$ cat src/rtl/regfile_mp_sb_pkg.sv
// rtl/regfile_mp_sb_pkg.sv - shared defaults, types and constants for the multi-port register file
package regfile_mp_sb_pkg;

    localparam int REG_COUNT  = 32;
    localparam int DATA_WIDTH = 32;
    localparam int ADDR_WIDTH = $clog2(REG_COUNT);

    typedef logic [ADDR_WIDTH-1:0] reg_addr_t;
    typedef logic [DATA_WIDTH-1:0] reg_data_t;

    // Index of the hardwired zero register
    localparam reg_addr_t REG_ZERO = '0;

endpackage

$ cat src/rtl/regfile_mp_sb_scoreboard.sv
// rtl/regfile_mp_sb_scoreboard.sv - per-register busy bits with set-over-clear priority and registered popcount
module rf_scoreboard
    import regfile_mp_sb_pkg::*;
#(
    parameter int REG_N = REG_COUNT,
    parameter int CNT_W = $clog2(REG_N) + 1
) (
    input  logic             clk,
    input  logic             rst_n,
    input  logic [REG_N-1:0] i_alloc_vec,
    input  logic [REG_N-1:0] i_clr_vec,
    output logic [REG_N-1:0] o_busy_vec,
    output logic [CNT_W-1:0] o_busy_cnt
);

    logic [REG_N-1:0] r_busy;
    logic [CNT_W-1:0] r_cnt;
    logic [REG_N-1:0] w_next_busy;
    logic [CNT_W-1:0] w_next_cnt;

    // Next busy vector: a new allocation supersedes a retiring writeback; x0 never busy
    always_comb begin
        w_next_busy    = (r_busy & ~i_clr_vec) | i_alloc_vec;
        w_next_busy[0] = 1'b0;
        w_next_cnt     = '0;
        for (int i = 0; i < REG_N; i++) begin
            w_next_cnt = w_next_cnt + CNT_W'(w_next_busy[i]);
        end
    end

    // Busy vector and its popcount are registered together so they always agree
    always_ff @(posedge clk or negedge rst_n) begin
        if (!rst_n) begin
            r_busy <= '0;
            r_cnt  <= '0;
        end else begin
            r_busy <= w_next_busy;
            r_cnt  <= w_next_cnt;
        end
    end

    assign o_busy_vec = r_busy;
    assign o_busy_cnt = r_cnt;

endmodule

$ cat src/rtl/regfile_mp_sb.sv
// rtl/regfile_mp_sb.sv - multi-port register file with scoreboard; REGFILE_BYPASS_EN enables write-to-read bypass
module regfile_mp_sb
    import regfile_mp_sb_pkg::*;
#(
    parameter int DATA_W = DATA_WIDTH,
    parameter int REG_N  = REG_COUNT,
    parameter int ADDR_W = $clog2(REG_N),
    parameter int NUM_RD = 2,
    parameter int NUM_WR = 1
) (
    input  logic                           clk,
    input  logic                           rst_n,
    input  logic [NUM_WR-1:0]              we_i,
    input  logic [NUM_WR-1:0][ADDR_W-1:0]  wr_addr_i,
    input  logic [NUM_WR-1:0][DATA_W-1:0]  wr_data_i,
    input  logic                           alloc_i,
    input  logic [ADDR_W-1:0]              alloc_addr_i,
    input  logic [NUM_RD-1:0][ADDR_W-1:0]  rd_addr_i,
    output logic [NUM_RD-1:0][DATA_W-1:0]  rd_data_o,
    output logic [NUM_RD-1:0]              rd_busy_o,
    output logic [REG_N-1:0]               busy_vec_o,
    output logic [ADDR_W:0]                busy_cnt_o
);

    localparam logic [ADDR_W-1:0] ZERO_IDX = ADDR_W'(REG_ZERO);

    logic [DATA_W-1:0] r_regs [REG_N];
    logic [REG_N-1:0]  w_alloc_vec;
    logic [REG_N-1:0]  w_clr_vec;
    logic [REG_N-1:0]  w_busy_vec;

    // Data array; ports are walked in ascending order so the highest port's write lands last
    always_ff @(posedge clk or negedge rst_n) begin
        if (!rst_n) begin
            for (int i = 0; i < REG_N; i++) begin
                r_regs[i] <= '0;
            end
        end else begin
            for (int k = 0; k < NUM_WR; k++) begin
                if (we_i[k] && (wr_addr_i[k] != ZERO_IDX)) begin
                    r_regs[wr_addr_i[k]] <= wr_data_i[k];
                end
            end
        end
    end

    // One-hot set/clear requests for the scoreboard; x0 is masked inside it
    always_comb begin
        w_alloc_vec = '0;
        w_clr_vec   = '0;
        if (alloc_i) begin
            w_alloc_vec[alloc_addr_i] = 1'b1;
        end
        for (int k = 0; k < NUM_WR; k++) begin
            if (we_i[k]) begin
                w_clr_vec[wr_addr_i[k]] = 1'b1;
            end
        end
    end

    rf_scoreboard #(
        .REG_N (REG_N),
        .CNT_W (ADDR_W + 1)
    ) u_scoreboard (
        .clk         (clk),
        .rst_n       (rst_n),
        .i_alloc_vec (w_alloc_vec),
        .i_clr_vec   (w_clr_vec),
        .o_busy_vec  (w_busy_vec),
        .o_busy_cnt  (busy_cnt_o)
    );

    assign busy_vec_o = w_busy_vec;

    // Read ports: array contents, optionally overridden by a same-cycle writeback
    always_comb begin
        for (int j = 0; j < NUM_RD; j++) begin
            rd_data_o[j] = (rd_addr_i[j] == ZERO_IDX) ? '0 : r_regs[rd_addr_i[j]];
            rd_busy_o[j] = w_busy_vec[rd_addr_i[j]];
`ifdef REGFILE_BYPASS_EN
            for (int k = 0; k < NUM_WR; k++) begin
                if (we_i[k] && (wr_addr_i[k] == rd_addr_i[j]) && (rd_addr_i[j] != ZERO_IDX)) begin
                    rd_data_o[j] = wr_data_i[k];
                    rd_busy_o[j] = alloc_i && (alloc_addr_i == rd_addr_i[j]);
                end
            end
`endif
        end
    end

endmodule

$ cat config.mk
export PLATFORM = sky130hd
export DESIGN_NAME = regfile_mp_sb
export DESIGN_NICKNAME = d
export VERILOG_FILES = /design/src/rtl/regfile_mp_sb_pkg.sv /design/src/rtl/regfile_mp_sb_scoreboard.sv /design/src/rtl/regfile_mp_sb.sv
export SDC_FILE = /design/constraint.sdc
export NUM_CORES = 2
export LEC_CHECK = 0
export CAP_MARGIN = 40
export CORE_MARGIN = 3
export CORE_UTILIZATION = 55
export CTS_BUF_LIST = sky130_fd_sc_hd__clkbuf_4
export DETAILED_ROUTE_END_ITERATION = 12
export GPL_TIMING_DRIVEN = 0
export PLACE_DENSITY = 0.69
export SYNTH_ARGS = -nofsm -noshare
export SYNTH_HDL_FRONTEND = slang
export SYNTH_SLANG_ARGS = --single-unit
$ cat constraint.sdc
create_clock -name clk -period 5.5 [get_ports clk]
set_input_delay 1.1 -clock clk [delete_from_list [all_inputs] [get_ports clk]]
set_output_delay 1.1 -clock clk [all_outputs]
set_load 0.02 [all_outputs]
# Word-level counts from Yosys, hierarchy flattened
# Index checks and enable logic that the tools add are counted.
[classes] n_lt_le_gt_ge=10 n_mux=21 bitwise=6 reduce_logical=7 addsub=30
[op_table] operator="bitwise mux 1024 bit" n=1
[op_table] operator="binary-select mux 32 bit (select 5 bit)" n=2
[op_table] operator="two-way mux 32 bit" n=9
[op_table] operator="adder 6 x 1 -> 6 bit" n=29
[op_table] operator="demux 32 bit (select 5 bit)" n=1
[op_table] operator="AND 32 bit" n=1
[op_table] operator="NOT 32 bit" n=1
[op_table] operator="bitwise OR 32 bit" n=1
[op_table] operator="less-than comparator 5 x 6 -> 1 bit (second input constant)" n=4
[op_table] operator=">= comparator 6 bit (second input constant)" n=3
[op_table] operator="NOT 5 -> 6 bit" n=3
[op_table] operator="binary-select mux 1 bit (select 5 bit)" n=2
[op_table] operator="demux 1 bit (select 5 bit)" n=2
[op_table] operator=">= comparator 5 x 1 -> 1 bit (second input constant)" n=2
[op_table] operator="logical NOT 5 bit" n=2
[op_table] operator="less-than comparator 6 x 1 -> 1 bit (second input constant)" n=1
[op_table] operator="nonzero test 5 bit" n=1
[op_table] operator="logical AND 1 bit" n=4
[op_table] operator="two-way mux 1 bit" n=4
[op_table] operator="adder 1 x 1 -> 2 bit" n=1
[word_totals] inputBits=56 wordCells=108 output_inout_bits=104 regBits=1061

# Longest topological paths before layout
[depth] depth_word=38 depth_mapped=24 depth_no_buf=22

# Cells and area by module
# From an unflattened synthesis, not the netlist that was laid out.
[unflattened] cells_unflattened=3879 hier_area_um2=57003.4
[modules_own_cells] mod="regfile_mp_sb" area_per_inst_um2=54999.0 seq_area_each_um2=25624.6 cells_each=3709 instances=1
[modules_own_cells] mod="rf_scoreboard" area_per_inst_um2=2004.4 seq_area_each_um2=925.9 cells_each=170 instances=1

# Least setup slack after synthesis
# No wires, ideal clock.
[synth_timing] path_kind="input to register" from="input port wr_addr_i[0] (netlist bit)" to="register u_scoreboard.r_cnt[4] (netlist: u_scoreboard.o_busy_cnt[4])" n_path_buf=2 t_arrival_ns=6.583 required_ns=5.377 setup_ns=0.123 cell_stages=24 path_slack_ns=-1.206 path_cell_list="clkbuf_1 nand2_1 nor2_1 nand2_1 buf_1 a22o_1 ha_1 inv_1 fa_1 fa_1 fa_1 inv_1 fa_1 inv_1 fa_1 inv_1 fa_1 ha_1 inv_1 fa_1 inv_1 a21o_1 a21oi_1 xnor2_1"
[synth_via] elab_chain_len=38 elab_cells_between_ends=39 cone_classes="add/sub (30); order compare (2); mux (3); bitwise (3); reduce/logical (1)"
[synth_lines] element="from (decl)" line_no="regfile_mp_sb.sv:14" text="input logic [NUM_WR-1:0][ADDR_W-1:0] wr_addr_i,"
[synth_lines] element="less-than comparator 5 x 6 -> 1 bit (implied by the code) or >= comparator 5 x 1 -> 1 bit (tied branches)" line_no="regfile_mp_sb.sv:56" text="w_clr_vec[wr_addr_i[k]] = 1'b1;"
[synth_lines] element="logical AND 1 bit (implied by the code)" line_no="regfile_mp_sb.sv:56"
[synth_lines] element="two-way mux 1 bit (implied by the code)" line_no="regfile_mp_sb.sv:56"
[synth_lines] element="demux 1 bit (select 5 bit) (*)" line_no="regfile_mp_sb.sv:56"
[synth_lines] element="two-way mux 32 bit (*)" line_no="regfile_mp_sb.sv:55" text="if (we_i[k]) begin"
[synth_lines] element="NOT 32 bit (*)" line_no="regfile_mp_sb_scoreboard.sv:23" text="w_next_busy = (r_busy & ~i_clr_vec) | i_alloc_vec;"
[synth_lines] element="AND 32 bit (*)" line_no="regfile_mp_sb_scoreboard.sv:23"
[synth_lines] element="bitwise OR 32 bit (*)" line_no="regfile_mp_sb_scoreboard.sv:23"
[synth_lines] element="named net u_scoreboard.w_next_busy[1]" line_no="regfile_mp_sb_scoreboard.sv:18" text="logic [REG_N-1:0] w_next_busy;"
[synth_lines] element="adder 1 x 1 -> 2 bit (*)" line_no="regfile_mp_sb_scoreboard.sv:27" text="w_next_cnt = w_next_cnt + CNT_W'(w_next_busy[i]);"
[synth_lines] element="adder 6 x 1 -> 6 bit (*) (29 in a row)" line_no="regfile_mp_sb_scoreboard.sv:27"
[synth_lines] element="named net u_scoreboard.w_next_cnt[4]" line_no="regfile_mp_sb_scoreboard.sv:19" text="logic [CNT_W-1:0] w_next_cnt;"
[synth_lines] element="to (signal assigned)" line_no="regfile_mp_sb_scoreboard.sv:38" text="r_cnt <= w_next_cnt;"
[synth_lines] element="to (decl)" line_no="regfile_mp_sb_scoreboard.sv:17" text="logic [CNT_W-1:0] r_cnt;"
# Mark *: on every way through the listed nets, which the timed path passes. The rest lies on a longest branch.
# A chain may end at the register's enable or synchronous reset.

==> impl_metrics.py <==
metrics = {
    "critical_path": {
        "crit_required_ps": 4400,
        "worstPathMaxFanout": 10,
        "path_delay_family": "buffers and inverters",
        "rr_worst_depth": 19,
        "path_cells": "clkdlybuf4s50_1 > buf_4 > clkbuf_4 > clkbuf_1 > buf_8 > mux2_2 > a221oi_2 > a221oi_4 > clkdlybuf4s50_1",
        "path_class": "primary input to primary output",
        "cp_num_buf_inv": 6,
        "cp_slowest_cell": "a221oi_2",
        "crit_path_frequent_cell": "clkdlybuf4s50_1",
        "path_depth": 9,
        "cpPeakStageDelay_ps": 620,
        "crit_path_start_kind": "primary input",
        "crit_path_end_kind": "primary output",
        "crit_arrival_ps": 4530,
    },
    "die": {
        "ios": 160,
        "chipHeight_um": 328,
        "die_w_um": 328,
        "start_util_pct": 55.7,
        "rows": 117,
        "die_area_sq_mm": 0.108,
        "coreArea_sq_mm": 0.102,
    },
    "drt": {
        "wl_per_cell_um": 37.5,
        "drt_wl_total_mm": 224,
        "drt-pass1-iter-count": 6,
        "vias_per_cell": 7.09,
        "remaining_drc_errors": 0,
        "vias": 42400,
        "ant_nets": 0,
        "drtIter0Drc": 5217,
    },
    "global_route": {
        "antenna_found_initial": 10,
        "grt_max_degree": 178,
        "grt_pass1_vias": 42900,
        "overflow": 0,
        "grt_use_met1_pct": 52.0,
        "grt_use_met3_pct": 17.2,
        "grt_first_pass_wirelength_mm": 314,
        "use_met2_pct": 59.7,
        "track_usage_pct": 42.0,
        "top_usage_layer": "met2",
    },
    "finish": {
        "utilization_pct": 65.3,
        "drive_gt1_share_pct": 52.5,
        "areaGrowthSynthToFinish_pct": 17.1,
        "num-nets-final": 4511,
        "final_area_sq_mm": 0.0668,
        "layout_commonest_cell": "dfrtp_1",
        "final_cell_mix": "dfrtp_1, mux2_2, mux4_2",
    },
    "synthesis": {
        "synth_nets": 3890,
        "ys_ff_latch": 1061,
        "synth_area_leader_cell": "dfrtp_1",
        "synth_top_family_by_area": "multiplexers",
        "yosys_most_used_dff": "dfrtp_1",
        "avgSynthCellArea_sq_um": 15.0,
        "synth_cell_types": 42,
        "syn_inst": 3802,
        "synth-compound-area-share_pct": 4.05,
        "synthMuxAreaShare_pct": 42.9,
        "synthTopCellsByArea": "dfrtp_1, mux2_2, mux4_2, mux2i_1, clkbuf_1",
        "synth-xor-area-share_pct": 0.0461,
        "ys_seq_area_share_pct": 46.5,
        "synthAdderAreaFrac_pct": 1.00,
        "netlist_area_sq_mm": 0.0570,
        "synth-edff-count": 0,
        "yosys_warnings": 0,
        "synth_top_area_share_pct": 46.5,
        "async_flop_share_pct": 100,
        "synth-simple-area-share_pct": 1.87,
    },
    "run_status": {
        "status": "finished with violations",
        "violations": "setup timing",
    },
    "min_path": {
        "whs_path_depth": 4,
        "hold_path.class": "primary input to flip-flop",
    },
    "timing": {
        "skew_ps": 9.68,
        "finalHoldViolations": 0,
        "timing.final.crit_share_pct": 102,
        "fin_ws_ps": -129,
        "holdWs_ps": 419,
        "slew_headroom_pct": 28.0,
        "tightest_slew_ps": 1080,
        "max_freq_mhz": 178,
        "setup_viol": 6,
        "fin_crit_ps": 5630,
        "finalSetupTns_ps": -317,
        "maxSlewViolCount": 0,
        "rsz0062_at_grt": "true",
    },
    "flow_run": {
        "cap_violations": 0,
    },
    "pwr": {
        "ir_worst_vdd_uv": 1220,
        "pwr_density_cell_mw_per_mm2": 395,
        "p_leak_nw": 29.6,
    },
    "clock_network": {
        "clk_latency_ps": 1180,
        "cts_max_path_buffers": 4,
        "clk_pin_slew_ps": 70,
        "clock_sinks": 1061,
        "clock-root-buffer": "clkbuf_4",
        "cts_buffers": 304,
        "htreeDepth": 5,
        "cts_tree": "done",
    },
    "place": {
        "gp_congestion": 0.954,
        "portBuffers": 148,
        "dpl_cell_area_sq_mm": 0.0624,
        "hpwl_mm": 156,
    },
}
-- stage by stage --
step / worst slack, ps / power (W) / instances
global route: -119 / 0.0277 / 5984
finish: -129 / 0.0264 / 5985
floorplan: -748 / 0.0161 / 3802
global placement: -45290 / 0.0184 / 5318
detailed placement: -2460 / 0.0187 / 5466
CTS: -230 / 0.0261 / 5972
-- sequential cells by signal, indices dropped and copies added, names as in the netlist --
name,flops
u_scoreboard.o_busy_cnt,6
u_scoreboard.o_busy_vec,31
r_regs,1024
-- area by class of cell --
cell class	instances	area, sq um
Fill cell	7659	35500
Multi-Input combinational cell	2265	28900
Sequential cell	1061	26600
Timing Repair Buffer	323	3740
Clock buffer	443	3330
Buffer	426	2040
Tap cell	1368	1710
Clock inverter	52	330
Inverter	42	158
Antenna cell	5	12.5
-- synthesized netlist by cell type, drive strengths merged, types with 5 or more instances --
cell type  count
dfrtp       1061
a211oi        32
mux2i        134
mux2        1057
and2          33
or2            5
mux4         498
nor2          27
nor3b          8
buf          158
o21ai         68
a22oi         52
a22o          23
a221oi        94
nand2        139
a311oi        32
ha             9
clkbuf       276
fa            23
inv           41
-- routing by layer --
layer / wire (um) / vias to the layer above
met2: 96700 / 3442
met1: 78300 / 22000
met5: 10 / -
met3: 30600 / 951
met4: 18600 / 2
li1: - / 16100
-- final timing paths --
path / start / endpoint / slack, ps
max in group asynchronous: rst_n / r_regs[520]$_DFFE_PN0P_ / 2390
worst max-delay path: rd_addr_i[1] / rd_data_o[31] / -130
min in group asynchronous: rst_n / r_regs[667]$_DFFE_PN0P_ / 480
worst min-delay path: wr_addr_i[0] / u_scoreboard.o_busy_vec[20]$_DFF_PN0_ / 420
worst min register to register: r_regs[997]$_DFFE_PN0P_ / r_regs[997]$_DFFE_PN0P_ / 470
worst max register to register: u_scoreboard.o_busy_vec[1]$_DFF_PN0_ / u_scoreboard.o_busy_cnt[4]$_DFF_PN0_ / 150
-- cells by family (layout without fill, tap and decap cells) --
family	count (synthesis)	in the layout
adders and majority gates	32	32
DFF	1061	1061
AOI/OAI and AO/OA	306	306
and+or+nand+nor	234	234
xor gates and xnor gates	3	3
other	1	6
buffers and inverters	476	1286
muxes	1689	1689
-- worst min-delay path: stages --
cell and delay [ps]:
clkbuf_8 140, nor3b_1 100, nand2_1 100, a22o_1 120
-- what timing repair did --
item / in CTS / in global routing
endpoints found under the setup margin: 66 / 59
gates resized for setup: 109 / 77
hold endpoints to repair: 109 / 0
buffers inserted: 12 / 12
pin swaps: 14 / 16
hold buffers: 1 / 0
-- power breakdown --
group	switching (W)	leakage, nW	internal [W]
sequential	0.00128	13.6	0.00938
clock	0.00345	2.20	0.00389
combinational	0.00384	13.8	0.00452
No activity file was read; power rests on OpenSTA's default activity.
